`config.mk`:
```
export PLATFORM = sky130hd
export DESIGN_NAME = alu_arbiter
export DESIGN_NICKNAME = d
export VERILOG_FILES = /design/src/rtl/calc_pkg.sv /design/src/rtl/alu_arbiter_checker.sv /design/src/rtl/tag_fifo.sv /design/src/rtl/alu_arbiter.sv
export SDC_FILE = /design/constraint.sdc
export NUM_CORES = 1
export LEC_CHECK = 0
export BUFFER_PORTS_ARGS = -buffer_cell sky130_fd_sc_hd__buf_2
export CAP_MARGIN = 20
export CORE_ASPECT_RATIO = 1.25
export CORE_MARGIN = 2
export CORE_UTILIZATION = 32
export DETAILED_ROUTE_END_ITERATION = 8
export PLACE_DENSITY = 0.82
export SYNTH_ARGS = -nofsm -noshare
export SYNTH_HDL_FRONTEND = slang
export SYNTH_SLANG_ARGS = --single-unit
export TNS_END_PERCENT = 5
```
`constraint.sdc`:
```
create_clock -name clk_i -period 2.1 [get_ports clk_i]
set_input_delay 0.21 -clock clk_i [delete_from_list [all_inputs] [get_ports clk_i]]
set_output_delay 0.21 -clock clk_i [all_outputs]
set_load 0.005 [all_outputs]
```
`src/rtl/calc_pkg.sv`:
```
// Shared calculator types plus the constants and helpers used by the ALU
// arbiter and its tag FIFO.
package calc_pkg;

  typedef logic [15:0] num_t;

  typedef enum logic [1:0] {
    OP_ADD = 2'd0,
    OP_SUB = 2'd1,
    OP_AND = 2'd2,
    OP_OR  = 2'd3
  } op_t;

  localparam int NumAluRequesters  = 2;
  localparam int MaxAluOutstanding = 2;

  typedef logic [$clog2(NumAluRequesters)-1:0] req_id_t;

  // Index width that never collapses to zero bits, so a 1-entry structure
  // still gets a legal 1-bit pointer.
  function automatic int idx_width(input int n);
    return (n > 1) ? $clog2(n) : 1;
  endfunction

endpackage

```
`src/rtl/alu_arbiter_checker.sv`:
```
// Protocol checks for the ALU arbiter: a locked requester must keep its
// request raised, and at most one requester is acknowledged per cycle.
module alu_arbiter_checker #(
  parameter int NumReq = 2,
  parameter int IdxW   = 1
) (
  input logic              clk_i,
  input logic              rst_ni,
  input logic              lock_i,
  input logic [IdxW-1:0]   lock_idx_i,
  input logic [NumReq-1:0] req_valid_i,
  input logic [NumReq-1:0] req_ready_i
);

  a_locked_req_held: assert property (
    @(posedge clk_i) disable iff (!rst_ni) lock_i |-> req_valid_i[lock_idx_i]
  ) else $error("locked requester dropped req_valid_i");

  a_single_ready: assert property (
    @(posedge clk_i) disable iff (!rst_ni) $onehot0(req_ready_i)
  ) else $error("more than one req_ready_o bit set");

endmodule

```
`src/rtl/tag_fifo.sv`:
```
// Small in-order FIFO holding the requester tag of every accepted ALU
// operation whose result has not yet come back.
module tag_fifo
  import calc_pkg::*;
#(
  parameter int Depth = 2,
  parameter int Width = 1
) (
  input  logic             clk_i,
  input  logic             rst_ni,
  input  logic             push_i,
  input  logic [Width-1:0] data_i,
  input  logic             pop_i,
  output logic             full_o,
  output logic             empty_o,
  output logic [Width-1:0] head_o
);

  localparam int PtrW = idx_width(Depth);
  localparam int CntW = $clog2(Depth + 1);

  logic [Width-1:0] mem_r [Depth];
  logic [PtrW-1:0]  wr_ptr_r;
  logic [PtrW-1:0]  rd_ptr_r;
  logic [CntW-1:0]  count_r;
  logic             do_push_s;
  logic             do_pop_s;

  // Pointers wrap at Depth, which need not be a power of two.
  function automatic logic [PtrW-1:0] next_ptr(input logic [PtrW-1:0] p);
    if (p == PtrW'(Depth - 1)) begin
      return {PtrW{1'b0}};
    end else begin
      return p + PtrW'(1);
    end
  endfunction

  assign full_o    = (count_r == CntW'(Depth));
  assign empty_o   = (count_r == {CntW{1'b0}});
  assign head_o    = mem_r[rd_ptr_r];
  assign do_push_s = push_i & ~full_o;
  assign do_pop_s  = pop_i & ~empty_o;

  // Storage, pointer and occupancy update; push and pop together keep the count.
  always_ff @(posedge clk_i or negedge rst_ni) begin
    if (!rst_ni) begin
      for (int i = 0; i < Depth; i++) begin
        mem_r[i] <= {Width{1'b0}};
      end
      wr_ptr_r <= {PtrW{1'b0}};
      rd_ptr_r <= {PtrW{1'b0}};
      count_r  <= {CntW{1'b0}};
    end else begin
      if (do_push_s) begin
        mem_r[wr_ptr_r] <= data_i;
        wr_ptr_r        <= next_ptr(wr_ptr_r);
      end
      if (do_pop_s) begin
        rd_ptr_r <= next_ptr(rd_ptr_r);
      end
      case ({do_push_s, do_pop_s})
        2'b10:   count_r <= count_r + CntW'(1);
        2'b01:   count_r <= count_r - CntW'(1);
        default: count_r <= count_r;
      endcase
    end
  end

endmodule

```
`src/rtl/alu_arbiter.sv`:
```
// Round-robin arbiter sharing one ALU between NumReq requesters. Requests
// pass through combinationally; a tag FIFO remembers who issued each
// accepted operation so results are routed back in acceptance order.
module alu_arbiter
  import calc_pkg::*;
#(
  parameter int NumReq         = NumAluRequesters,
  parameter int MaxOutstanding = MaxAluOutstanding
) (
  input  logic                    clk_i,
  input  logic                    rst_ni,
  input  num_t [NumReq-1:0]       req_left_i,
  input  num_t [NumReq-1:0]       req_right_i,
  input  op_t  [NumReq-1:0]       req_op_i,
  input  logic [NumReq-1:0]       req_valid_i,
  output logic [NumReq-1:0]       req_ready_o,
  output num_t                    rsp_result_o,
  output logic [NumReq-1:0]       rsp_valid_o,
  input  logic [NumReq-1:0]       rsp_ready_i,
  output num_t                    alu_left_o,
  output num_t                    alu_right_o,
  output op_t                     alu_op_o,
  output logic                    alu_in_valid_o,
  input  logic                    alu_in_ready_i,
  input  num_t                    alu_result_i,
  input  logic                    alu_out_valid_i,
  output logic                    alu_out_ready_o
);

  localparam int IdxW = idx_width(NumReq);
  typedef logic [IdxW-1:0] idx_t;

  idx_t rr_r;
  logic lock_r;
  idx_t lock_idx_r;

  idx_t grant_s;
  idx_t rr_next_s;
  idx_t head_s;
  logic accept_s;
  logic pop_s;
  logic tag_full_s;
  logic tag_empty_s;

  // Pick the requester: the locked one while stalled, otherwise the first
  // valid requester at or after the round-robin pointer.
  always_comb begin
    logic [IdxW:0] sum_s;
    idx_t          cand_s;
    logic          found_s;
    grant_s = rr_r;
    found_s = 1'b0;
    sum_s   = {(IdxW+1){1'b0}};
    cand_s  = {IdxW{1'b0}};
    if (lock_r) begin
      grant_s = lock_idx_r;
    end else begin
      for (int i = 0; i < NumReq; i++) begin
        sum_s = {1'b0, rr_r} + (IdxW+1)'(i);
        if (sum_s >= (IdxW+1)'(NumReq)) begin
          sum_s = sum_s - (IdxW+1)'(NumReq);
        end else begin
          sum_s = sum_s;
        end
        cand_s = sum_s[IdxW-1:0];
        if (!found_s && req_valid_i[cand_s]) begin
          grant_s = cand_s;
          found_s = 1'b1;
        end else begin
          found_s = found_s;
        end
      end
    end
  end

  // Forward the granted operands and handshake; nothing issues while the tag
  // FIFO is full or reset is held.
  always_comb begin
    alu_left_o     = req_left_i[grant_s];
    alu_right_o    = req_right_i[grant_s];
    alu_op_o       = req_op_i[grant_s];
    alu_in_valid_o = rst_ni & (|req_valid_i) & ~tag_full_s;
    accept_s       = alu_in_valid_o & alu_in_ready_i;
    req_ready_o    = {NumReq{1'b0}};
    req_ready_o[grant_s] = accept_s;
    if (grant_s == idx_t'(NumReq - 1)) begin
      rr_next_s = {IdxW{1'b0}};
    end else begin
      rr_next_s = grant_s + idx_t'(1);
    end
  end

  // Route the ALU result to whoever owns the oldest outstanding tag.
  always_comb begin
    rsp_valid_o         = {NumReq{1'b0}};
    rsp_valid_o[head_s] = alu_out_valid_i & ~tag_empty_s;
    alu_out_ready_o     = rsp_ready_i[head_s] & ~tag_empty_s;
    pop_s               = alu_out_valid_i & alu_out_ready_o;
  end

  assign rsp_result_o = alu_result_i;

  // Round-robin pointer advance and grant lock across ALU backpressure.
  always_ff @(posedge clk_i or negedge rst_ni) begin
    if (!rst_ni) begin
      rr_r       <= {IdxW{1'b0}};
      lock_r     <= 1'b0;
      lock_idx_r <= {IdxW{1'b0}};
    end else if (accept_s) begin
      rr_r   <= rr_next_s;
      lock_r <= 1'b0;
    end else if (alu_in_valid_o) begin
      lock_r     <= 1'b1;
      lock_idx_r <= grant_s;
    end
  end

  tag_fifo #(
    .Depth (MaxOutstanding),
    .Width (IdxW)
  ) u_tag_fifo (
    .clk_i   (clk_i),
    .rst_ni  (rst_ni),
    .push_i  (accept_s),
    .data_i  (grant_s),
    .pop_i   (pop_s),
    .full_o  (tag_full_s),
    .empty_o (tag_empty_s),
    .head_o  (head_s)
  );

  alu_arbiter_checker #(
    .NumReq (NumReq),
    .IdxW   (IdxW)
  ) u_checker (
    .clk_i       (clk_i),
    .rst_ni      (rst_ni),
    .lock_i      (lock_r),
    .lock_idx_i  (lock_idx_r),
    .req_valid_i (req_valid_i),
    .req_ready_i (req_ready_o)
  );

endmodule

```
==> qor.log, run 1 <==
INFO  final_layout   layout-drive-gt1-share=77.34%
INFO  clock_network  clk_pin_slew_worst_paths=0.04ns
INFO  logic_synthesis netlist-cell-type-count=23
INFO  timing         grt_setup_unrepaired=no
INFO  critical_path  critPathKind=in -> reg
INFO  clock_network  numCtsBuffers=3
INFO  logic_synthesis ys_seq_elements=9
INFO  power_and_ir_drop power_switching_share=36.35%
INFO  placed_design  place_congestion=0.6978
INFO  power_and_ir_drop leakagePower=0.0009887µW
INFO  floorplan      design.die.area=4050µm²
INFO  global_routing largest_net_degree_at_the_start_of_global_routing=21
INFO  critical_path  timing.reg2reg.setup_slack=0.26ns
INFO  final_layout   filler_cell_count=339
INFO  logic_synthesis synth_commonest_cells=27 x sky130_fd_sc_hd__mux2_4, 16 x sky130_fd_sc_hd__buf_4, 9 x sky130_fd_sc_hd__dfrtp_1, 9 x sky130_fd_sc_hd__nor2_1, 8 x sky130_fd_sc_hd__mux2_2
INFO  power_and_ir_drop power_density=1111nW/µm²
INFO  worst_hold_path timing.hold.worst.class=in -> reg
INFO  clock_network  clock_latency=0.23ns
INFO  logic_synthesis yosysTopAreaCellShare=35.64%
INFO  logic_synthesis synthesis.nets=194
INFO  power_and_ir_drop worst_ir_drop_vdd=0.0006810V
INFO  timing         fin_worst_skew=0.0008343ns
INFO  critical_path  arrival=2.05ns
INFO  final_layout   layout-area-overhead-vs-synth=44.77%
INFO  timing         timing.final.crit_share=92.23%
INFO  final_layout   layout.core_utilization=47.68%
INFO  critical_path  crit_path_start_kind=primary input
INFO  power_and_ir_drop sequentialPowerShare=18.4%
INFO  critical_path  required=2.21ns
INFO  placed_design  dpl-instance-area=1592µm²
INFO  power_and_ir_drop relative_contribution_of_the_clock_network_to_total_power=10.9%
INFO  logic_synthesis synth_most_common_cell=sky130_fd_sc_hd__mux2_4
INFO  final_layout   register_area=225.2µm²
INFO  clock_network  htree_num_levels=1
INFO  critical_path  timing.critical_path.to_type=register
INFO  routing        avgViaCountPerCell=4.492
INFO  floorplan      core-area=3453µm²
INFO  timing         setup-violations-final=0
INFO  final_layout   finish.instance_area=1647µm²
INFO  placed_design  portbufs=115
INFO  logic_synthesis synth.top_cells.by_area=sky130_fd_sc_hd__mux2_4 36%, sky130_fd_sc_hd__dfrtp_1 20%, sky130_fd_sc_hd__buf_4 11%
INFO  routing        vias=1,087
INFO  timing         max-slew-margin-rel=75.71%
INFO  floorplan      row_count=24
INFO  floorplan      design.portCount=148
INFO  routing        drtAntennaViolNets=0
INFO  logic_synthesis synth-edff-count=0
INFO  global_routing overflow_left_after_global_routing=0
INFO  timing         final-hold-violation-count=0
INFO  run_status     outcome=completed
INFO  run            drv.max_cap_violation_count=0
INFO  logic_synthesis async_reset_ff_share=100.0%
INFO  final_layout   fin_nets=297
INFO  clock_network  cts-root-buf=sky130_fd_sc_hd__clkbuf_8
INFO  routing        firstDrtPassIters=4
INFO  clock_network  cts_tree=yes
INFO  logic_synthesis syn-cell-area=1137µm²
INFO  floorplan      floorplan.initialDensity=32.93%
INFO  critical_path  cp_max_fo=11
INFO  clock_network  cts_resized=0
INFO  logic_synthesis synth-main-ff-cell=sky130_fd_sc_hd__dfrtp_1
INFO  logic_synthesis post_synth_inst_count=101
INFO  routing        initial_drc_count=14
INFO  power_and_ir_drop cell_internal_pwr=1164µW
INFO  clock_network  cts_post_setup_buffers_inserted=0
INFO  logic_synthesis avgSynthCellArea=11.26µm²
INFO  final_layout   multi_input_area=719.4µm²
INFO  logic_synthesis ys.warnings.count=0
INFO  timing         drv_slew=0
INFO  clock_network  clock_sinks=9
INFO  global_routing grt_pass1_wl=4.547mm
INFO  routing        route.final.wire_length=2.997mm
INFO  clock_network  buffer_depth_of_the_longest_clock_path=2
INFO  timing         tightest_slew=0.3612ns
INFO  final_layout   n_antenna_cell=0
INFO  global_routing grt_usage=13.60%
INFO  global_routing first_global_vias=1,104
INFO  placed_design  dp.final_hpwl=2.573mm
INFO  power_and_ir_drop comb_power_share=70.7%
INFO  routing        routed_wire_length_per_instance=12.38µm
INFO  floorplan      die_h=70.66µm
INFO  global_routing antenna_violations_before_repair=0
INFO  power_and_ir_drop power.switching=664.8µW
INFO  logic_synthesis synth.largest_area_cell=sky130_fd_sc_hd__mux2_4
INFO  timing         period_needed=1.937ns
INFO  routing        drc=0
INFO  logic_synthesis synth-seq-area-share=19.80%
INFO  timing         max_clock_freq=516.3MHz
INFO  floorplan      dieWidth=57.33µm
INFO  timing         setup_total_negative_slack=0ns
logic make-up (layout without fill, tap and decap cells):
| kind of cell | Yosys count | count (layout) | synth area share, % |
|---|---|---|---|
| AOI/OAI and AO/OA | 11 | 11 | 7.041 |
| and+or+nand+nor | 16 | 16 | 5.830 |
| buffers and inverters | 22 | 124 | 17.05 |
| DFF | 9 | 9 | 19.80 |
| muxes | 37 | 37 | 45.33 |
| adders and majority gates | 1 | 1 | 1.100 |
| xor gates and xnor gates | 5 | 5 | 3.851 |
placed cells by master (no fill, tap or decap), types with 2 or more instances in the layout:
cell,count
sky130_fd_sc_hd__nor2_1,9
sky130_fd_sc_hd__buf_4,2
sky130_fd_sc_hd__mux2_2,8
sky130_fd_sc_hd__xor2_1,2
sky130_fd_sc_hd__o211a_1,2
sky130_fd_sc_hd__xnor2_1,3
sky130_fd_sc_hd__buf_2,115
sky130_fd_sc_hd__mux2_4,27
sky130_fd_sc_hd__mux2i_1,2
sky130_fd_sc_hd__dfrtp_1,9
sky130_fd_sc_hd__inv_1,2
sky130_fd_sc_hd__o21ai_0,4
sky130_fd_sc_hd__o31ai_1,2
sky130_fd_sc_hd__clkbuf_8,3
sky130_fd_sc_hd__nand2_1,4
final cells by class:
cell class	count	share of cell area [%]
well taps	39	2.964
inverters	2	0.4559
multi-input cells	70	43.69
clock buffers	4	2.736
repair buffers	118	36.47
flip-flops and latches	9	13.68
worst max-delay path, stage by stage:
cell	delay (ns)
sky130_fd_sc_hd__dlygate4sd3_1	0.52
sky130_fd_sc_hd__buf_2	0.25
sky130_fd_sc_hd__o211a_1	0.21
sky130_fd_sc_hd__nand2_1	0.22
sky130_fd_sc_hd__ha_1	0.28
sky130_fd_sc_hd__xnor2_1	0.15
sky130_fd_sc_hd__nor2_1	0.07
sky130_fd_sc_hd__xor2_1	0.13
power groups by stage:
stage	Clock [µW]	Sequential (µW)	Combinational, µW
floorplan	0	317	1050
detailed placement	0	337	1300
CTS	207	335	1310
global placement	0	333	1290
global route	213	346	1410
finish	199	336	1290
per-layer routing:
layer	track usage, %	up-vias	wire [µm]
li1	-	540	-
met1	13.84	455	1111
met2	25.42	90	1503
met3	4.936	2	362
met4	4.134	0	19
met5	0	-	0
what timing repair did:
action | 4_1_cts | 5_1_grt
hold buffers | 1 | 0
endpoints found under the hold margin | 9 | 0
endpoints found under the setup margin | 0 | 0
flip-flops by register name, summed over array words and instances, names as in the netlist:
signal	count
u_tag_fifo.wr_ptr_r	1
u_tag_fifo.mem_r	2
lock_idx_r	1
rr_r	1
lock_r	1
u_tag_fifo.rd_ptr_r	1
u_tag_fifo.count_r	2
through the flow:
| step | setup WS [ns] | hold WS (ns) | power (µW) | std cells |
|---|---|---|---|---|
| finish | 0.1631 | 0.3456 | 1829 | 242 |
| global placement | 0.3844 | 0.08451 | 1623 | 237 |
| CTS | 0.1541 | 0.3412 | 1854 | 242 |
| global route | 0.009813 | 0.3737 | 1966 | 242 |
| floorplan | 0.4722 | -0.08559 | 1370 | 101 |
| detailed placement | 0.3207 | 0.08803 | 1642 | 237 |
worst paths after layout:
path | start | to | cells past startpoint
worst max-delay path | rst_ni | u_tag_fifo.count_r[1] | 8
worst min-delay path | alu_in_ready_i | lock_idx_r | 3
worst max register to register | u_tag_fifo.rd_ptr_r | u_tag_fifo.count_r[1] | 6
worst min register to register | u_tag_fifo.mem_r[0] | u_tag_fifo.mem_r[0] | 2
max in group asynchronous | rst_ni | lock_idx_r | 2
min in group asynchronous | rst_ni | u_tag_fifo.rd_ptr_r | 2
(Power assumes the default switching activity.)
==> run 2, diff against run 1 <==
--- a/config.mk
+++ b/config.mk
@@ -10,9 +10,10 @@
 export CORE_ASPECT_RATIO = 1.25
 export CORE_MARGIN = 2
-export CORE_UTILIZATION = 32
+export CORE_UTILIZATION = 31
 export DETAILED_ROUTE_END_ITERATION = 8
 export PLACE_DENSITY = 0.82
 export SYNTH_ARGS = -nofsm -noshare
 export SYNTH_HDL_FRONTEND = slang
+export SYNTH_HIERARCHICAL = 1
 export SYNTH_SLANG_ARGS = --single-unit
 export TNS_END_PERCENT = 5
==> constraint.sdc (replaced) <==
create_clock -name clk_i -period 2.1 [get_ports clk_i]
set_input_delay 0.42 -clock clk_i [delete_from_list [all_inputs] [get_ports clk_i]]
set_output_delay 0.42 -clock clk_i [all_outputs]
set_load 0.005 [all_outputs]
==> run 2 against run 1 <==
The run now ends with setup timing left. Non-clock buffer count rose by 8. Die area fell by 1.2%. Via count increased by 15%. Count of clock-buffer cells in the layout unchanged. Sequential cell count stayed put. Critical path type is now reg -> out. First-iteration DRC count grew 93%. Synthesized cell count up 5.9%. Critical endpoint is now alu_left_o[4].
==> qor.log, run 2 <==
INFO  run_status     outcome=finished, violations left
INFO  run_status     failed_checks=setup timing
INFO  logic_synthesis yosysTopAreaCellShare=38.32%
INFO  power_and_ir_drop power=2497µW
INFO  final_layout   filler_cell_count=318
INFO  timing         final-hold-violation-count=0
INFO  critical_path  sum_of_buffers_and_inverters_on_the_critical_path=3
INFO  clock_network  clk_pin_slew_worst_paths=0.05ns
INFO  logic_synthesis ys.warnings.count=6
INFO  power_and_ir_drop power_density=1262nW/µm²
INFO  final_layout   layout-drive-gt1-share=79.82%
INFO  logic_synthesis synth_simple_gate_area_share=13.46%
INFO  routing        met3WireLength=393µm
INFO  global_routing overflow_left_after_global_routing=0
INFO  floorplan      row_count=24
INFO  global_routing antenna_violations_before_repair=0
INFO  final_layout   final_common_cell=sky130_fd_sc_hd__buf_2
INFO  critical_path  required=1.68ns
INFO  routing        route.final.wire_length=3.815mm
INFO  floorplan      floorplan.initialDensity=31.76%
INFO  routing        initial_drc_count=27
INFO  routing        vias=1,255
INFO  logic_synthesis post_synth_inst_count=107
INFO  clock_network  clock_sinks=9
INFO  clock_network  cts_tree=yes
INFO  logic_synthesis synth_compound_area_share=5.524%
INFO  logic_synthesis synth-edff-count=0
INFO  logic_synthesis synth_mux_area_share=40.28%
INFO  logic_synthesis synthesis.nets=200
INFO  final_layout   final_cell_count_without_fillers=257
INFO  timing         max-slew-margin-rel=83.05%
INFO  global_routing largest_net_degree_at_the_start_of_global_routing=14
INFO  clock_network  clock_latency=0.24ns
INFO  logic_synthesis netlist-cell-type-count=30
INFO  run            drv.max_cap_violation_count=0
INFO  floorplan      die_h=70.22µm
INFO  clock_network  numCtsBuffers=3
INFO  timing         worst_hold_slack=0.1052ns
INFO  routing        met1Wirelength=1.222mm
INFO  timing         max_clock_freq=464.6MHz
INFO  global_routing first_global_vias=1,160
INFO  timing         fin_worst_skew=0.001787ns
INFO  power_and_ir_drop worst_ir_drop_vdd=0.0008179V
INFO  critical_path  arrival=1.73ns
INFO  routing        drc=0
INFO  critical_path  critPathKind=reg -> out
INFO  clock_network  buffer_depth_of_the_longest_clock_path=2
INFO  final_layout   finish.instance_area=1978µm²
INFO  logic_synthesis synth.largest_area_cell=sky130_fd_sc_hd__mux2_2
INFO  routing        wl_met2=2.138mm
INFO  logic_synthesis synth_most_common_cell=sky130_fd_sc_hd__mux2_2
INFO  timing         period_needed=2.153ns
INFO  routing        firstDrtPassIters=4
INFO  placed_design  dp.final_hpwl=2.621mm
INFO  routing        drtAntennaViolNets=0
INFO  critical_path  critical_path.max_stage_delay=0.40ns
INFO  logic_synthesis async_reset_ff_share=100.0%
INFO  logic_synthesis synth_commonest_cells=37 x sky130_fd_sc_hd__mux2_2, 16 x sky130_fd_sc_hd__buf_4, 9 x sky130_fd_sc_hd__dfrtp_1
INFO  logic_synthesis synth_top_family_by_area=multiplexers
INFO  logic_synthesis avgSynthCellArea=10.16µm²
INFO  timing         grt_setup_unrepaired=yes
INFO  logic_synthesis syn-cell-area=1087µm²
INFO  logic_synthesis ys_seq_elements=9
INFO  timing         tightest_slew=0.2519ns
INFO  critical_path  crit_path_start_kind=register
INFO  logic_synthesis synth_fa_ha_area_share=1.151%
INFO  placed_design  number_of_placed_instances_taps_included=246
INFO  timing         timing.final.crit_share=102.5%
INFO  floorplan      core-area=3423µm²
INFO  final_layout   reg.largest.list=u_tag_fifo/count_r x2, u_tag_fifo/mem_r x2
INFO  worst_hold_path timing.hold.worst.class=in -> async
INFO  global_routing grt_pass1_wl=4.671mm
INFO  logic_synthesis synthXorXnorAreaFrac=4.028%
INFO  critical_path  worst_r2r_endpoint=u_tag_fifo/count_r[1]
INFO  critical_path  cp_max_fo=6
INFO  placed_design  portbufs=115
INFO  critical_path  cp_cell_sequence=a21boi_2, o31ai_4, buf_6, buf_8, mux2_2, buf_2
INFO  final_layout   layout-area-overhead-vs-synth=81.93%
INFO  power_and_ir_drop leakagePower=0.001069µW
INFO  routing        avgViaCountPerCell=4.883
INFO  critical_path  worst_path_max_delay_cell=sky130_fd_sc_hd__dfrtp_1
INFO  placed_design  place_congestion=0.8032
INFO  clock_network  htree_num_levels=1
INFO  routing        routed_wire_length_per_instance=14.84µm
INFO  logic_synthesis synth-seq-area-share=20.71%
INFO  floorplan      dieWidth=56.97µm
INFO  final_layout   layout.core_utilization=57.79%
INFO  timing         final_critical_path_setup_slack=-0.05257ns
INFO  clock_network  cts-root-buf=sky130_fd_sc_hd__clkbuf_8
INFO  final_layout   most-common-layout-cells=91 x sky130_fd_sc_hd__buf_2, 26 x sky130_fd_sc_hd__buf_6, 25 x sky130_fd_sc_hd__mux2_4
INFO  final_layout   n_antenna_cell=0
INFO  floorplan      design.portCount=148
INFO  critical_path  timing.critical_path.to_type=primary output
INFO  critical_path  worst-r2r-cell-count=8
INFO  placed_design  dpl-instance-area=1600µm²
INFO  critical_path  reg2reg_from=u_tag_fifo/rd_ptr_r
INFO  logic_synthesis synth-main-ff-cell=sky130_fd_sc_hd__dfrtp_1
INFO  global_routing grt_usage=14.61%
INFO  logic_synthesis synth.top_cells.by_area=sky130_fd_sc_hd__mux2_2 38%, sky130_fd_sc_hd__dfrtp_1 21%, sky130_fd_sc_hd__buf_4 11%
INFO  routing        route.top_layer_used=met4
INFO  critical_path  timing.reg2reg.setup_slack=0.17ns
INFO  timing         drv_slew=0
INFO  final_layout   fin_nets=312
INFO  floorplan      design.die.area=4000µm²
INFO  critical_path  critical_path.top_delay_family=buffers and inverters
INFO  timing         setup-violations-final=34
-- run 2: changes by cell type in the layout (fill, tap and decap cells not counted), moves of 4 or more --
cell	change
sky130_fd_sc_hd__buf_2	-24
sky130_fd_sc_hd__buf_6	+26
sky130_fd_sc_hd__buf_8	+5
sky130_fd_sc_hd__mux2_2	+4
sky130_fd_sc_hd__o21ai_0	-4
-- run 2: where the power goes --
part / internal [µW] / switching (µW) / leakage (µW)
registers: 264 / 79.0 / 0.000105
logic: 1230 / 713 / 0.000941
clock network: 133 / 73.6 / 0.0000228
total: 1630 / 866 / 0.00107
-- run 2: layout make-up --
cell class	count	area, µm²	area share [%]
repair buffers	126	853.3	43.14
multi-input cells	77	797.0	40.29
flip-flops and latches	9	226.5	11.45
well taps	39	48.80	2.467
clock buffers	4	45.04	2.277
inverters	2	7.507	0.3795
-- run 2: worst max path at each step --
| stage | slack (ns) | end | startpoint | depth (start not counted) |
|---|---|---|---|---|
| floorplan | 0.11 | alu_left_o[0] | req_valid_i[0] | 4 |
| global placement | -0.01 | alu_right_o[5] | req_valid_i[0] | 6 |
| detailed placement | -0.05 | alu_right_o[5] | req_valid_i[0] | 6 |
| CTS | -0.1 | alu_right_o[3] | rr_r | 6 |
| global route | -0.13 | alu_left_o[3] | rr_r | 6 |
| finish | -0.05 | alu_left_o[4] | rr_r | 6 |
-- run 2: timing repair --
action / in CTS / in global routing
hold endpoints to repair: 0 / 0
gates cloned: 1 / 3
setup buffers: 4 / 1
hold buffers: 0 / 0
setup endpoints to repair: 34 / 35
pin swaps: 1 / 2
resized for setup: 6 / 65
-- run 2: metal layers --
| layer | vias up | track usage (%) |
|---|---|---|
| met5 | - | 0 |
| met4 | 0 | 6.460 |
| met3 | 8 | 5.370 |
| met2 | 82 | 27.71 |
| met1 | 583 | 13.36 |
| li1 | 582 | - |
-- run 2: kinds of logic after synthesis --
kind of cell | count (synthesis)
AO/OA/AOI/OAI | 6
XOR/XNOR | 5
adder cells (fa/ha/maj) | 1
buffers and inverters | 21
flip-flops | 9
multiplexers | 39
AND/OR/NAND/NOR | 26
-- run 2: metrics by stage --
stage | setup TNS, ns | worst slack (ns)
floorplan | 0 | 0.1100
global placement | -0.01186 | -0.01186
detailed placement | -0.1686 | -0.05323
CTS | -2.013 | -0.09785
global route | -3.710 | -0.1299
finish | -1.147 | -0.05257
